--- src/rtl/globals_pkg.sv ---
`default_nettype none
// ============================================================================
// Package     : globals
// Description : Shared types and constants for the tile datapath: the
//               stream tag (Info) with its idle value, the global tile-row
//               limit, and the tile sequencer state encoding.
// Revision    : 1.0 - initial release
// ============================================================================
package globals;

    // Largest number of rows a single tile may hold.
    localparam int MAX_TILE_SIZE_M = 16;

    // Stream tag that travels alongside each operand row.
    typedef struct packed {
        logic       valid;
        logic       first_tile_k;
        logic       last_tile_k;
        logic       new_tile_k;
        logic [3:0] tag;
    } Info;

    localparam Info INIT_INFO = '{
        valid:        1'b0,
        first_tile_k: 1'b0,
        last_tile_k:  1'b0,
        new_tile_k:   1'b0,
        tag:          4'd0
    };

    // Tile sequencer FSM states.
    typedef enum logic [1:0] {
        TS_IDLE = 2'd0,
        TS_RUN  = 2'd1,
        TS_DONE = 2'd2
    } TileSeqState;

endpackage
`default_nettype wire

--- src/rtl/tile_seq.sv ---
`default_nettype none
// ============================================================================
// Module      : tile_seq
// Description : Walks the rows of a tiled layer (m innermost, then k, then n)
//               and emits one operand-row address plus stream tag per cycle
//               while the downstream is ready.
// Ports       : clk, resetn (async, active low)
//               start                      - one-cycle launch pulse (IDLE only)
//               tile_size_m/num_tiles_k/n  - layer shape, sampled on start
//               en                         - downstream ready
//               info, rd_addr              - registered row tag and address
//               busy, done, err            - status; err flags a clamped
//                                            tile_size_m until next start
// Revision    : 1.0 - initial release
// ============================================================================
module tile_seq #(
    parameter int MAX_TILE_SIZE_M = globals::MAX_TILE_SIZE_M,
    parameter int MAX_TILES       = 1024
) (
    input  logic                                       clk,
    input  logic                                       resetn,
    input  logic                                       start,
    input  logic [$clog2(MAX_TILE_SIZE_M):0]           tile_size_m,
    input  logic [$clog2(MAX_TILES):0]                 num_tiles_k,
    input  logic [$clog2(MAX_TILES):0]                 num_tiles_n,
    input  logic                                       en,
    output globals::Info                               info,
    output logic [$clog2(MAX_TILE_SIZE_M*MAX_TILES):0] rd_addr,
    output logic                                       busy,
    output logic                                       done,
    output logic                                       err
);

    localparam int M_W = $clog2(MAX_TILE_SIZE_M) + 1;
    localparam int K_W = $clog2(MAX_TILES) + 1;
    localparam int A_W = $clog2(MAX_TILE_SIZE_M * MAX_TILES) + 1;

    localparam logic [M_W-1:0] C_MAX_M = M_W'(MAX_TILE_SIZE_M);

    globals::TileSeqState state_q, state_d;

    logic [M_W-1:0] m_q, m_d;
    logic [K_W-1:0] k_q, k_d;
    logic [K_W-1:0] n_q, n_d;
    logic [A_W-1:0] addr_q, addr_d;
    logic           drain_q, drain_d;

    logic [M_W-1:0] cfg_m_q, cfg_m_d;
    logic [K_W-1:0] cfg_k_q, cfg_k_d;
    logic [K_W-1:0] cfg_n_q, cfg_n_d;

    globals::Info   info_q, info_d;
    logic [A_W-1:0] rd_addr_q, rd_addr_d;
    logic           busy_q, busy_d;
    logic           done_q, done_d;
    logic           err_q, err_d;

    logic           clamp;
    logic [M_W-1:0] tsm_sat;
    logic           cfg_zero;
    logic           issue;
    logic [M_W-1:0] eff_m;
    logic [K_W-1:0] eff_k;
    logic [K_W-1:0] eff_n;

    assign clamp    = (tile_size_m > C_MAX_M);
    assign tsm_sat  = clamp ? C_MAX_M : tile_size_m;
    assign cfg_zero = (tile_size_m == '0) || (num_tiles_k == '0) || (num_tiles_n == '0);

    always_comb begin
        state_d   = state_q;
        m_d       = m_q;
        k_d       = k_q;
        n_d       = n_q;
        addr_d    = addr_q;
        drain_d   = drain_q;
        cfg_m_d   = cfg_m_q;
        cfg_k_d   = cfg_k_q;
        cfg_n_d   = cfg_n_q;
        info_d    = globals::INIT_INFO;
        rd_addr_d = rd_addr_q;
        busy_d    = busy_q;
        done_d    = 1'b0;
        err_d     = err_q;
        issue     = 1'b0;
        // The shape in force: live inputs on the accepting cycle so row 0
        // can issue right away, the latched copy afterwards.
        eff_m     = cfg_m_q;
        eff_k     = cfg_k_q;
        eff_n     = cfg_n_q;

        unique case (state_q)
            globals::TS_IDLE: begin
                if (start) begin
                    cfg_m_d = tsm_sat;
                    cfg_k_d = num_tiles_k;
                    cfg_n_d = num_tiles_n;
                    eff_m   = tsm_sat;
                    eff_k   = num_tiles_k;
                    eff_n   = num_tiles_n;
                    err_d   = clamp;
                    if (cfg_zero) begin
                        state_d = globals::TS_DONE;
                        done_d  = 1'b1;
                        busy_d  = 1'b0;
                    end else begin
                        state_d = globals::TS_RUN;
                        busy_d  = 1'b1;
                        issue   = en;
                    end
                end
            end
            globals::TS_RUN: begin
                // drain_q marks that the final row is already on the output,
                // so done lands exactly one cycle after it.
                if (drain_q) begin
                    state_d = globals::TS_DONE;
                    drain_d = 1'b0;
                    done_d  = 1'b1;
                    busy_d  = 1'b0;
                end else begin
                    issue = en;
                end
            end
            globals::TS_DONE: begin
                state_d = globals::TS_IDLE;
            end
            default: begin
                state_d = globals::TS_IDLE;
            end
        endcase

        if (issue) begin
            info_d.valid        = 1'b1;
            info_d.first_tile_k = (k_q == '0);
            info_d.last_tile_k  = (k_q == eff_k - K_W'(1));
            info_d.new_tile_k   = (m_q == '0);
            // Row order matches linear address order, so the address is a
            // plain running count of issued rows.
            rd_addr_d           = addr_q;
            addr_d              = addr_q + A_W'(1);
            if (m_q == eff_m - M_W'(1)) begin
                m_d = '0;
                if (k_q == eff_k - K_W'(1)) begin
                    k_d = '0;
                    if (n_q == eff_n - K_W'(1)) begin
                        n_d     = '0;
                        addr_d  = '0;
                        drain_d = 1'b1;
                    end else begin
                        n_d = n_q + K_W'(1);
                    end
                end else begin
                    k_d = k_q + K_W'(1);
                end
            end else begin
                m_d = m_q + M_W'(1);
            end
        end
    end

    always_ff @(posedge clk or negedge resetn) begin
        if (!resetn) begin
            state_q   <= globals::TS_IDLE;
            m_q       <= '0;
            k_q       <= '0;
            n_q       <= '0;
            addr_q    <= '0;
            drain_q   <= 1'b0;
            cfg_m_q   <= '0;
            cfg_k_q   <= '0;
            cfg_n_q   <= '0;
            info_q    <= globals::INIT_INFO;
            rd_addr_q <= '0;
            busy_q    <= 1'b0;
            done_q    <= 1'b0;
            err_q     <= 1'b0;
        end else begin
            state_q   <= state_d;
            m_q       <= m_d;
            k_q       <= k_d;
            n_q       <= n_d;
            addr_q    <= addr_d;
            drain_q   <= drain_d;
            cfg_m_q   <= cfg_m_d;
            cfg_k_q   <= cfg_k_d;
            cfg_n_q   <= cfg_n_d;
            info_q    <= info_d;
            rd_addr_q <= rd_addr_d;
            busy_q    <= busy_d;
            done_q    <= done_d;
            err_q     <= err_d;
        end
    end

    assign info    = info_q;
    assign rd_addr = rd_addr_q;
    assign busy    = busy_q;
    assign done    = done_q;
    assign err     = err_q;

endmodule
`default_nettype wire

--- config.mk ---
export PLATFORM = sky130hd
export DESIGN_NAME = tile_seq
export DESIGN_NICKNAME = d
export VERILOG_FILES = /design/src/rtl/globals_pkg.sv /design/src/rtl/tile_seq.sv
export SDC_FILE = /design/constraint.sdc
export NUM_CORES = 1
export LEC_CHECK = 0
export BUFFER_PORTS_ARGS = -buffer_cell sky130_fd_sc_hd__buf_2
export CAP_MARGIN = 0
export CORE_ASPECT_RATIO = 1.2
export CORE_UTILIZATION = 35
export CTS_CLUSTER_SIZE = 16
export DETAILED_ROUTE_END_ITERATION = 16
export GPL_TIMING_DRIVEN = 0
export HOLD_SLACK_MARGIN = 0.02
export PLACE_DENSITY_LB_ADDON = 0.15
export SLEW_MARGIN = 20
export SYNTH_ARGS = -nofsm -noshare
export SYNTH_HDL_FRONTEND = slang
export SYNTH_SLANG_ARGS = --single-unit
--- constraint.sdc ---
create_clock -name clk -period 6.05 [get_ports clk]
set_input_delay 0.9075 -clock clk [delete_from_list [all_inputs] [get_ports clk]]
set_output_delay 0.9075 -clock clk [all_outputs]
set_load 0.02 [all_outputs]
Word level (Yosys, flattened, before mapping). Index checks and enable logic that the tools add are counted.

Bits in latches: 0. Input bits: 31. Memories kept: 0. Bits in registers: 94. Bits in writable memories: 0. Memory bits (read-only): 0.

Multiply operators: 0. Divide/modulo/power cells: 0. Shift-type cells: 0. Eq/ne operators: 6. Bitwise gates (word level): 0. Reductions and logical operators: 14. Mux-type cells: 35. Order comparisons: 1. Add/sub/neg operators: 7.

Operators by type and width (count): 2-to-1 mux 11 bit (6); 2-to-1 mux 15 bit (3); logical NOT 11 bit (3); adder 11 x 1 -> 11 bit (second input constant) (2); equality test 11 bit (2); subtractor 11 x 1 -> 11 bit (second input constant) (2); 2-to-1 mux 5 bit (4); adder 15 x 1 -> 15 bit (second input constant) (1); 2-to-1 mux 1 bit (14); logical NOT 5 bit (2); 2-to-1 mux 2 bit (3); case mux 1 bit (2 select lines) (3); AND reduction 2 bit (3); AND reduction 3 bit (2); adder 5 x 1 -> 5 bit (second input constant) (1); equality test 5 bit (1); greater-than comparator 5 bit (second input constant) (1); subtractor 5 x 1 -> 5 bit (second input constant) (1); 2-to-1 mux 4 bit (1); inequality test 2 bit (second input constant) (2); case mux 2 bit (2 select lines) (1); equality test 2 x 1 -> 1 bit (second input constant) (1); logical NOT 2 bit (1); logical OR 1 bit (2); nonzero test 2 bit (1).

Depth between registers and ports, before layout. Gate-level depths: netlist of run 1.

Depth after elaboration: 8. Depth in mapped cells: 17. Gate-level depth less buffers: 12.

Least setup slack after synthesis of run 1. Ideal clock, no wire load.

Kind: input port to flip-flop. Start point: input port start. End point: register addr_q[12]. Library setup time: 119 ps. Data required time: 5931 ps. Path slack: 1310 ps. Path buffers: 4. Cell stages on the path: 16. Data arrival time: 4621 ps. Cell sequence: nor3b_4 buf_4 clkbuf_1 mux2i_1 ha_1 buf_2 nor3b_1 a211oi_1 a31o_2 or4_1 and3_1 a2111oi_4 nand4_4 nor2_8 buf_6 nor2_1.

Word-level cells in the longest chain between the ends: 7. Elaborated cells on any way between the ends: 17.

Ends and longest elaborated chain: start, declared (line tile_seq.sv:22) `input logic start,`; 2-to-1 mux 11 bit (line tile_seq.sv:94) `if (start) begin`; 2-to-1 mux 11 bit; subtractor 11 x 1 -> 11 bit (line tile_seq.sv:146) `if (n_q == eff_n - K_W'(1)) begin`; equality test 11 bit (line tile_seq.sv:146); 2-to-1 mux 15 bit (line tile_seq.sv:146); 2-to-1 mux 15 bit (line tile_seq.sv:144) `if (k_q == eff_k - K_W'(1)) begin`; 2-to-1 mux 15 bit (line tile_seq.sv:142) `if (m_q == eff_m - M_W'(1)) begin`; end signal, assigned (line tile_seq.sv:183) `addr_q <= addr_d;`; end, declared (line tile_seq.sv:45) `logic [A_W-1:0] addr_q, addr_d;`.

Parallel ways exist; a longest one is shown, timed or not. A chain may end at the register's enable or synchronous reset.

Worst setup path after layout of run 1.
Start point: input port start. End point: register n_q[3].

Word-level cells in the longest chain between the ends: 5. Elaborated cells on any way between the ends: 16.

Ends and longest elaborated chain: 2-to-1 mux 11 bit or 2-to-1 mux 5 bit (tied branches) (2 in series); subtractor 11 x 1 -> 11 bit, or another cell as far along (line tile_seq.sv:144); equality test 11 bit, or another cell as far along (line tile_seq.sv:144); AND reduction 3 bit (no source line) or 2-to-1 mux 11 bit (tied branches); end signal, assigned (line tile_seq.sv:182) `n_q <= n_d;`; end, declared (line tile_seq.sv:44) `logic [K_W-1:0] n_q, n_d;`.

Parallel ways exist; a longest one is shown, timed or not.

==> results of run 1 <==
-- metrics by stage --
stage	utilization	instance area [um2]	setup WS [ns]	power [mW]
after floorplan	-	5760	1.31	1.74
after global placement	0.396	6270	0.0444	2.00
after detailed placement	0.398	6300	0.0122	2.02
after CTS	0.418	6620	0.369	2.63
after global routing	0.418	6620	0.203	2.82
final	0.418	6620	0.700	2.61
-- repair_timing --
action,in CTS,in global routing
hold buffers,0,0
gates resized for setup,0,1
setup endpoints to repair,0,10
-- registers in the layout, indices dropped and copies added, names as in the netlist --
| signal | flops |
|---|---|
| rd_addr | 15 |
| m_q | 5 |
| addr_q | 15 |
| n_q | 11 |
| cfg_k_q | 11 |
| err | 1 |
| k_q | 11 |
| info | 4 |
| done | 1 |
| busy | 1 |
| drain_q | 1 |
| state_q | 2 |
| cfg_n_q | 11 |
| cfg_m_q | 5 |
-- kinds of logic after synthesis --
group,synth area share
and+or+nand+nor,0.264
DFF,0.409
AOI/OAI and AO/OA,0.107
buffers and inverters,0.0579
xor gates and xnor gates,0.0973
muxes,0.0442
adders and majority gates,0.0196
other,0.000652
-- layout make-up --
type,instances,area [um2]
tap,208,260
clock buffer,12,256
clock inverter,4,53.8
inverter,38,143
multi-input combinational,476,3080
fill,1584,9210
buffer,31,190
sequential,94,2350
timing repair buffer,51,284
-- per-layer routing --
metal  part of all wire  wire length [um]  up-vias  track usage
met3              0.033               475       16       0.0296
li1                   -                 -     2336            -
met1               0.47              6710     2326        0.232
met5                  0                 0        -            0
met4              0.022               319        0       0.0853
met2               0.48              6920       82        0.308
-- Yosys cell counts, types with 6 or more instances --
cell type   n
o21ai_0    33
mux2_2      6
dfrtp_1    94
nor2_1     51
or3_1       9
and3_1      6
nand3b_1    7
ha_1        9
xnor2_1    38
nor3_1     23
a21oi_1    17
nand3_1    26
xor2_1     18
nand4_1    18
buf_4       6
or4_1       6
nand2_1    91
buf_6       6
nor2b_1     7
inv_1      38
clkbuf_1   12
nor4_1     11
mux2i_1    15
-- power by group --
| group | total (mW) | switching [mW] | internal [mW] | leakage [nW] |
|---|---|---|---|---|
| Combinational | 1.05 | 0.610 | 0.445 | 1.68 |
| Sequential | 0.960 | 0.157 | 0.803 | 1.21 |
| Clock | 0.600 | 0.255 | 0.345 | 0.145 |
-- worst register-to-register path: stages (launching register included) --
cell and delay (ns):
dfrtp_1 0.37, buf_6 0.13, nor3b_4 0.45, buf_4 0.30, clkbuf_1 0.49, mux2i_1 0.32, ha_1 0.17, buf_2 0.19
nor3b_2 0.38, a21oi_1 0.12, o21ai_0 0.23, nand4_1 0.16, or4_1 0.59, a2111oi_4 0.41, nand4_4 0.28, nor2_8 0.23
buf_6 0.17, nor2_1 0.06
-- worst max path at each step --
stage,endpoint,slack [ns],cells past startpoint
after floorplan,addr_q[12]$_DFFE_PN0P_,1.31,16
after CTS,n_q[3]$_DFFE_PN0P_,0.37,17
after global routing,addr_q[11]$_DFFE_PN0P_,0.20,17
final,n_q[3]$_DFFE_PN0P_,0.70,17
after detailed placement,n_q[3]$_DFFE_PN0P_,0.01,17
after global placement,addr_q[14]$_DFFE_PN0P_,0.04,17
==> flow_summary_export.csv, run 1 <==
group,metric,value,unit
run_status,status,"finished clean",
power,ir_drop,177,uV
yosys,syn_inst,636,
yosys,ys_types,71,
cts,clk_pin_slew,0.07,ns
worst_setup_path,r2r_slack,0.88,ns
placed_design,io_buffers,50,
drt,vias,4760,
grt,grt_pass1_vias,4834,
worst_setup_path,r2r_end,"n_q[3]$_DFFE_PN0P_",
grt,grt.total_usage,0.184,
cts,postCtsSetupBuffers,0,
worst_setup_path,cp_max_fo,10,
drt,wl_per_cell,15.8,um
timing,slew_headroom,0.476,
placed_design,place_congestion,0.819,
grt,grt_max_degree,67,
timing,finalClockSkew,0.00989,ns
cts,cts_tree,"built",
yosys,synth.top_cell.area_share,0.409,
floorplan,io_pins,57,
timing,fin_crit,5.35,ns
layout,nNetsFinal,741,
grt,antenna_found_initial,0,
worst_setup_path,cpMostUsedCell,"buf_2",
timing,slew_viol_final,0,
cts,cts_root_buf,"clkbuf_16",
timing,fmax,0.187,GHz
timing,tightest_slew,0.779,ns
cts,cts_inserted_buffers,9,
layout,final_cell_mix,"dfrtp_1 (94), nand2_1 (91), buf_2 (54), nor2_1 (51)",
worst_setup_path,crit_buf_inv,5,
worst_setup_path,r2r_start,"state_q[1]$_DFFE_PN0P_",
layout,drive_gt1_frac,0.156,
timing,rsz0062_at_grt,"false",
worst_setup_path,r2r_cells,17,
worst_setup_path,crit_path_top_delay_cell,"or4_1",
timing,setup_violations,0,
layout,antennaDiodeCount,0,
timing,hold_viol,0,
cts,clk_latency,0.36,ns
floorplan,die_h,142,um
floorplan,row_count,50,
yosys,ys.warnings.count,0,
drt,wl,14400,um
worst_setup_path,worstSetupStartpointType,"input pin",
worst_setup_path,critPathKind,"in -> reg",
yosys,ys_async_sr_fraction,1.00,
worst_setup_path,cp.arrival,5.59,ns
grt,grt-ovfl-total,0,
floorplan,die_w,119,um
yosys,synth.area.top_cells,"dfrtp_1 (41%), nand2_1 (5.9%), xnor2_1 (5.8%), nor2_1 (3.3%), o21ai_0 (2.9%)",
worst_setup_path,crit_start,"start",
yosys,synth-edff-count,0,
run,max_cap_viol_count,0,
drt,initialDrtViolationCount,291,
power,p_per_area,395,nW/um2
drt,dr.pass1.iters,7,
drt,antenna_left,0,
drt,viasPerCell,5.21,
yosys,ys_seq_elements,94,
worst_setup_path,slowest_delay,0.59,ns
grt,grt_pass1_wl,24400,um
timing,hold_slack,0.411,ns
drt,drc,0,
floorplan,start_util,0.363,
worst_setup_path,critPathCaptureType,"register",
yosys,ys_seq_area_frac,0.409,
min_path,hold_class,"in -> async",
timing,min_period_over_period,0.884,
placed_design,dp_hpwl,10800,um
timing,fin_setup_tns,0,ns
yosys,ys.flop_type,"dfrtp_1",
worst_setup_path,worstPathRequired,6.29,ns
layout,area_delta_synth_final,15.1,%
power,p_leak,3.04,nW
yosys,netlist_area,5750,um2
placed_design,dp_cells,898,
cts,clockBufferDepth,2,
layout,layout_commonest_cell,"dfrtp_1",
worst_setup_path,cp_cell_sequence,"buf_2, nor3b_4, buf_4, clkbuf_1, mux2i_1, ha_1, buf_2, nor3b_2, a21oi_1, o21ai_0, nand4_1, or4_1, a2111oi_4, nand4_4, nor2_8, buf_6, nor2_1",
cts,htree_levels,3,
yosys,yosys.area.top_type,"dfrtp_1",
layout,final_cells,914,
floorplan,core_area,15800,um2
worst_setup_path,path_delay_family,"simple AND/OR/NAND/NOR gates",
yosys,syn_avg_cell_area,9.04,um2
floorplan,die_area,16900,um2
cts,cts_sinks,94,
Note: power is estimated with default switching activity, not from simulation.
==> run 2: changes to the inputs <==
--- a/config.mk
+++ b/config.mk
@@ -10,3 +10,3 @@
 export CORE_ASPECT_RATIO = 1.2
-export CORE_UTILIZATION = 35
+export CORE_UTILIZATION = 50
 export CTS_CLUSTER_SIZE = 16
@@ -16,3 +16,2 @@
 export PLACE_DENSITY_LB_ADDON = 0.15
-export SLEW_MARGIN = 20
 export SYNTH_ARGS = -nofsm -noshare
--- a/constraint.sdc
+++ b/constraint.sdc
@@ -3,2 +3,2 @@
 set_output_delay 0.9075 -clock clk [all_outputs]
-set_load 0.02 [all_outputs]
+set_load 0.01 [all_outputs]
==> flow_summary_export.csv, run 2 (same netlist as run 1, synthesis figures left out) <==
group,metric,value,unit
drt,antenna_left,0,
grt,grt-ovfl-total,0,
layout,seq_area,2350,um2
grt,grt_pass1_wl,23600,um
power,ir_drop,160,uV
timing,slew_headroom,0.466,
timing,slew_viol_final,0,
cts,clk_latency,0.35,ns
worst_setup_path,critPathCaptureType,"register",
floorplan,die_h,119,um
drt,vias,4884,
grt,antenna_found_initial,0,
drt,top_layer,"met4",
layout,multi_input_area,3080,um2
worst_setup_path,worstSetupStartpointType,"input pin",
placed_design,io_buffers,50,
timing,fin_crit,5.57,ns
cts,clk_pin_slew,0.07,ns
cts,cts_sinks,94,
layout,drive_gt1_frac,0.156,
cts,cts_inserted_buffers,9,
floorplan,row_count,42,
timing,hold_viol,0,
worst_setup_path,worstPathRequired,6.34,ns
timing,tightest_slew,0.794,ns
cts,clockBufferDepth,2,
floorplan,start_util,0.519,
drt,initialDrtViolationCount,275,
placed_design,place_congestion,0.848,
placed_design,dp_cells,844,
drt,wl_met2,6820,um
cts,htree_levels,3,
timing,hold_slack,0.473,ns
run_status,status,"finished clean",
worst_setup_path,critPathKind,"in -> reg",
drt,dr.pass1.iters,5,
power,p_leak,3.06,nW
floorplan,die_w,99.9,um
run,max_cap_viol_count,0,
worst_setup_path,cp_max_fo,10,
layout,area_delta_synth_final,14.5,%
layout,final_cells,860,
layout,nFillCells,979,
grt,grt_pass1_vias,4882,
drt,wl,14000,um
timing,rsz0062_at_grt,"false",
floorplan,io_pins,57,
worst_setup_path,r2r_cells,17,
floorplan,die_area,11900,um2
layout,antennaDiodeCount,0,
timing,finalClockSkew,0.0101,ns
min_path,hold_class,"reg -> reg",
power,p_per_area,406,nW/um2
worst_setup_path,r2r_slack,0.66,ns
cts,holdBufCountCts,0,
drt,viasPerCell,5.68,
drt,met3_length,645,um
drt,wl_per_cell,16.3,um
drt,drc,0,
drt,wl_met1,6140,um
timing,fmax,0.180,GHz
grt,grt_max_degree,62,
layout,layout_commonest_cell,"dfrtp_1",
floorplan,core_area,11100,um2
layout,fin_util,0.594,
cts,postCtsSetupBuffers,0,
cts,cts_root_buf,"clkbuf_16",
layout,final_cell_mix,"dfrtp_1 (94), nand2_1 (91), buf_2 (54), nor2_1 (51)",
timing,setup_violations,0,
grt,grt.total_usage,0.253,
timing,min_period_over_period,0.921,
cts,ctsResizeCount,0,
min_path,hold_depth,2,
cts,cts_tree,"built",
placed_design,dp_hpwl,10300,um
timing,fin_setup_tns,0,ns
layout,nNetsFinal,741,
worst_setup_path,cp.arrival,5.86,ns
==> run 2: changes by cell type in the layout (fill, tap and decap cells not counted), sizes merged <==
cell / delta
clkbuf: -3
inv: +3
bufinv: +2
clkinvlp: -2
==> run 2: routing by layer <==
metal  track usage  up-vias
li1              -     2337
met1         0.327     2371
met2         0.415      146
met3        0.0358       30
met4         0.126        0
met5             0        -
==> run 2: final timing paths <==
path	from	endpoint
min in group asynchronous	resetn	cfg_k_q[3]$_DFF_PN0_
min	rd_addr[11]$_DFFE_PN0P_	rd_addr[11]$_DFFE_PN0P_
max in group asynchronous	resetn	k_q[9]$_DFFE_PN0P_
min reg2reg	rd_addr[11]$_DFFE_PN0P_	rd_addr[11]$_DFFE_PN0P_
max	start	n_q[0]$_DFFE_PN0P_
max reg2reg	state_q[1]$_DFFE_PN0P_	n_q[0]$_DFFE_PN0P_
==> run 2: worst max-delay path: stages <==
cell,delay [ns]
buf_2,0.11
nor3b_4,0.45
buf_4,0.30
clkbuf_1,0.48
mux2i_1,0.30
ha_1,0.18
buf_2,0.20
nor3b_1,0.58
a211oi_1,0.18
a31o_2,0.26
or4_1,0.43
a32oi_1,0.27
nand4b_1,0.31
buf_2,0.31
nor2_2,0.36
nand3b_1,0.12
nand2_1,0.08
==> run 2: layout make-up <==
type | instances | share of cell area
multi-input cells | 476 | 0.467
flip-flops and latches | 94 | 0.357
well taps | 154 | 0.0293
clock inverters | 7 | 0.0190
clock buffers | 9 | 0.0342
plain buffers | 31 | 0.0289
repair buffers | 51 | 0.0426
inverters | 38 | 0.0217
==> run 2: through the flow <==
stage               area [um2]  total power, mW  setup WS [ns]
floorplan                 5760             1.71           1.31
CTS                       6580             2.67          0.548
global placement          6200             1.95          0.212
global route              6580             2.85          0.152
detailed placement        6230             1.99          0.188
finish                    6580             2.67          0.480
==> run 2: report_power, final <==
group,leakage (nW),switching [mW],internal (mW)
Sequential,1.21,0.152,0.803
Combinational,1.68,0.597,0.444
Clock,0.171,0.268,0.410
Total,3.06,1.02,1.66
==> run 3: changes to the inputs <==
- CTS_BUF_LIST: unset -> sky130_fd_sc_hd__clkbuf_4 sky130_fd_sc_hd__clkbuf_8
- TNS_END_PERCENT: unset -> 5
==> flow_summary_export.csv, run 3 (same netlist as run 1, synthesis figures left out) <==
group,metric,value,unit
layout,area_delta_synth_final,12.8,%
worst_setup_path,critPathKind,"in -> reg",
layout,nNetsFinal,741,
cts,cts_inserted_buffers,9,
drt,drc,0,
layout,layout_commonest_cell,"dfrtp_1",
timing,slew_headroom,0.464,
grt,grt_max_degree,62,
floorplan,io_pins,57,
grt,grt.total_usage,0.251,
run,max_cap_viol_count,0,
worst_setup_path,worstSetupStartpointType,"input pin",
drt,wl_per_cell,16.1,um
worst_setup_path,cp.arrival,5.88,ns
drt,viasPerCell,5.70,
power,ir_drop,153,uV
drt,dr.pass1.iters,6,
layout,antennaDiodeCount,0,
drt,initialDrtViolationCount,258,
worst_setup_path,critPathCaptureType,"register",
timing,setup_ws,0.492,ns
grt,antenna_found_initial,0,
floorplan,row_count,42,
drt,vias,4903,
worst_setup_path,r2r_start,"state_q[1]$_DFFE_PN0P_",
worst_setup_path,cp_max_fo,10,
timing,min_period_over_period,0.919,
timing,fin_setup_tns,0,ns
layout,nFillCells,1001,
timing,rsz0062_at_grt,"false",
timing,setup_violations,0,
power,p_per_area,389,nW/um2
worst_setup_path,r2r_end,"n_q[0]$_DFFE_PN0P_",
grt,grt_pass1_wl,23400,um
grt,grt_pass1_vias,4840,
cts,clockBufferDepth,2,
cts,clk_latency,0.38,ns
layout,drive_gt1_frac,0.156,
power,p_leak,3.01,nW
drt,wl,13900,um
min_path,hold_class,"in -> async",
cts,clk_pin_slew,0.10,ns
timing,fin_crit,5.56,ns
worst_setup_path,r2r_cells,17,
timing,fmax,0.180,GHz
run_status,status,"finished clean",
timing,hold_viol,0,
cts,postCtsSetupBuffers,0,
cts,holdBufCountCts,0,
placed_design,place_ws,0.188,ns
worst_setup_path,r2r_slack,0.63,ns
timing,slew_viol_final,0,
layout,final_cell_mix,"dfrtp_1 (94), nand2_1 (91), buf_2 (54), nor2_1 (51)",
grt,grt-ovfl-total,0,
cts,htree_levels,3,
cts,cts_root_buf,"clkbuf_8",
timing,tightest_slew,0.797,ns
cts,cts_tree,"built",
worst_setup_path,worstPathRequired,6.37,ns
placed_design,dp_hpwl,10300,um
drt,antenna_left,0,
placed_design,place_congestion,0.848,
cts,ctsResizeCount,0,
floorplan,core_area,11100,um2
timing,finalClockSkew,0.0129,ns
placed_design,io_buffers,50,
floorplan,start_util,0.519,
floorplan,die_w,99.9,um
cts,cts_sinks,94,
floorplan,die_area,11900,um2
floorplan,die_h,119,um
run 3: cell types whose count changed in the layout (fill, tap and decap cells not counted):
cell / change
clkbuf_16: -9
clkbuf_8: +9
run 3: metal layers:
layer | vias up | wire (um) | global-route usage
li1 | 2336 | - | -
met1 | 2383 | 6100 | 0.328
met2 | 153 | 6680 | 0.406
met3 | 31 | 663 | 0.0376
met4 | 0 | 418 | 0.121
met5 | - | 0 | 0
run 3: worst max-delay path by stage:
| stage | from | end | cells after the start |
|---|---|---|---|
| floorplan | start | addr_q[12]$_DFFE_PN0P_ | 16 |
| global placement | start | addr_q[8]$_DFFE_PN0P_ | 17 |
| detailed placement | start | n_q[3]$_DFFE_PN0P_ | 17 |
| CTS | start | n_q[3]$_DFFE_PN0P_ | 17 |
| global route | start | n_q[0]$_DFFE_PN0P_ | 17 |
| finish | start | n_q[0]$_DFFE_PN0P_ | 17 |
run 3: worst max-delay path, cell delays in order:
cell	delay, ns
buf_2	0.11
nor3b_4	0.45
buf_4	0.31
clkbuf_1	0.48
mux2i_1	0.30
ha_1	0.18
buf_2	0.20
nor3b_1	0.58
a211oi_1	0.18
a31o_2	0.26
or4_1	0.43
a32oi_1	0.28
nand4b_1	0.32
buf_2	0.31
nor2_2	0.36
nand3b_1	0.12
nand2_1	0.08
run 3: area by class of cell:
class / count / area [um2] / area share
clock buffer: 9 / 124 / 0.0191
timing repair buffer: 51 / 280 / 0.0432
clock inverter: 7 / 125 / 0.0193
buffer: 31 / 190 / 0.0293
tap: 154 / 193 / 0.0297
multi-input combinational: 476 / 3080 / 0.474
inverter: 38 / 143 / 0.0220
sequential: 94 / 2350 / 0.363
run 3: through the flow:
stage / area (um2) / instances / util / hold slack, ns / power (mW)
CTS: 6480 / 860 / 0.585 / 0.485 / 2.53
detailed placement: 6230 / 844 / 0.562 / 0.457 / 1.99
global placement: 6200 / 843 / 0.559 / 0.457 / 1.95
global route: 6480 / 860 / 0.585 / 0.509 / 2.70
floorplan: 5760 / 639 / - / 0.459 / 1.71
finish: 6480 / 860 / 0.585 / 0.473 / 2.52
run 3: power breakdown:
| part | internal [mW] | switching, mW | leakage, nW |
|---|---|---|---|
| combinational | 0.444 | 0.593 | 1.68 |
| clock | 0.281 | 0.250 | 0.125 |
| sequential | 0.802 | 0.153 | 1.21 |
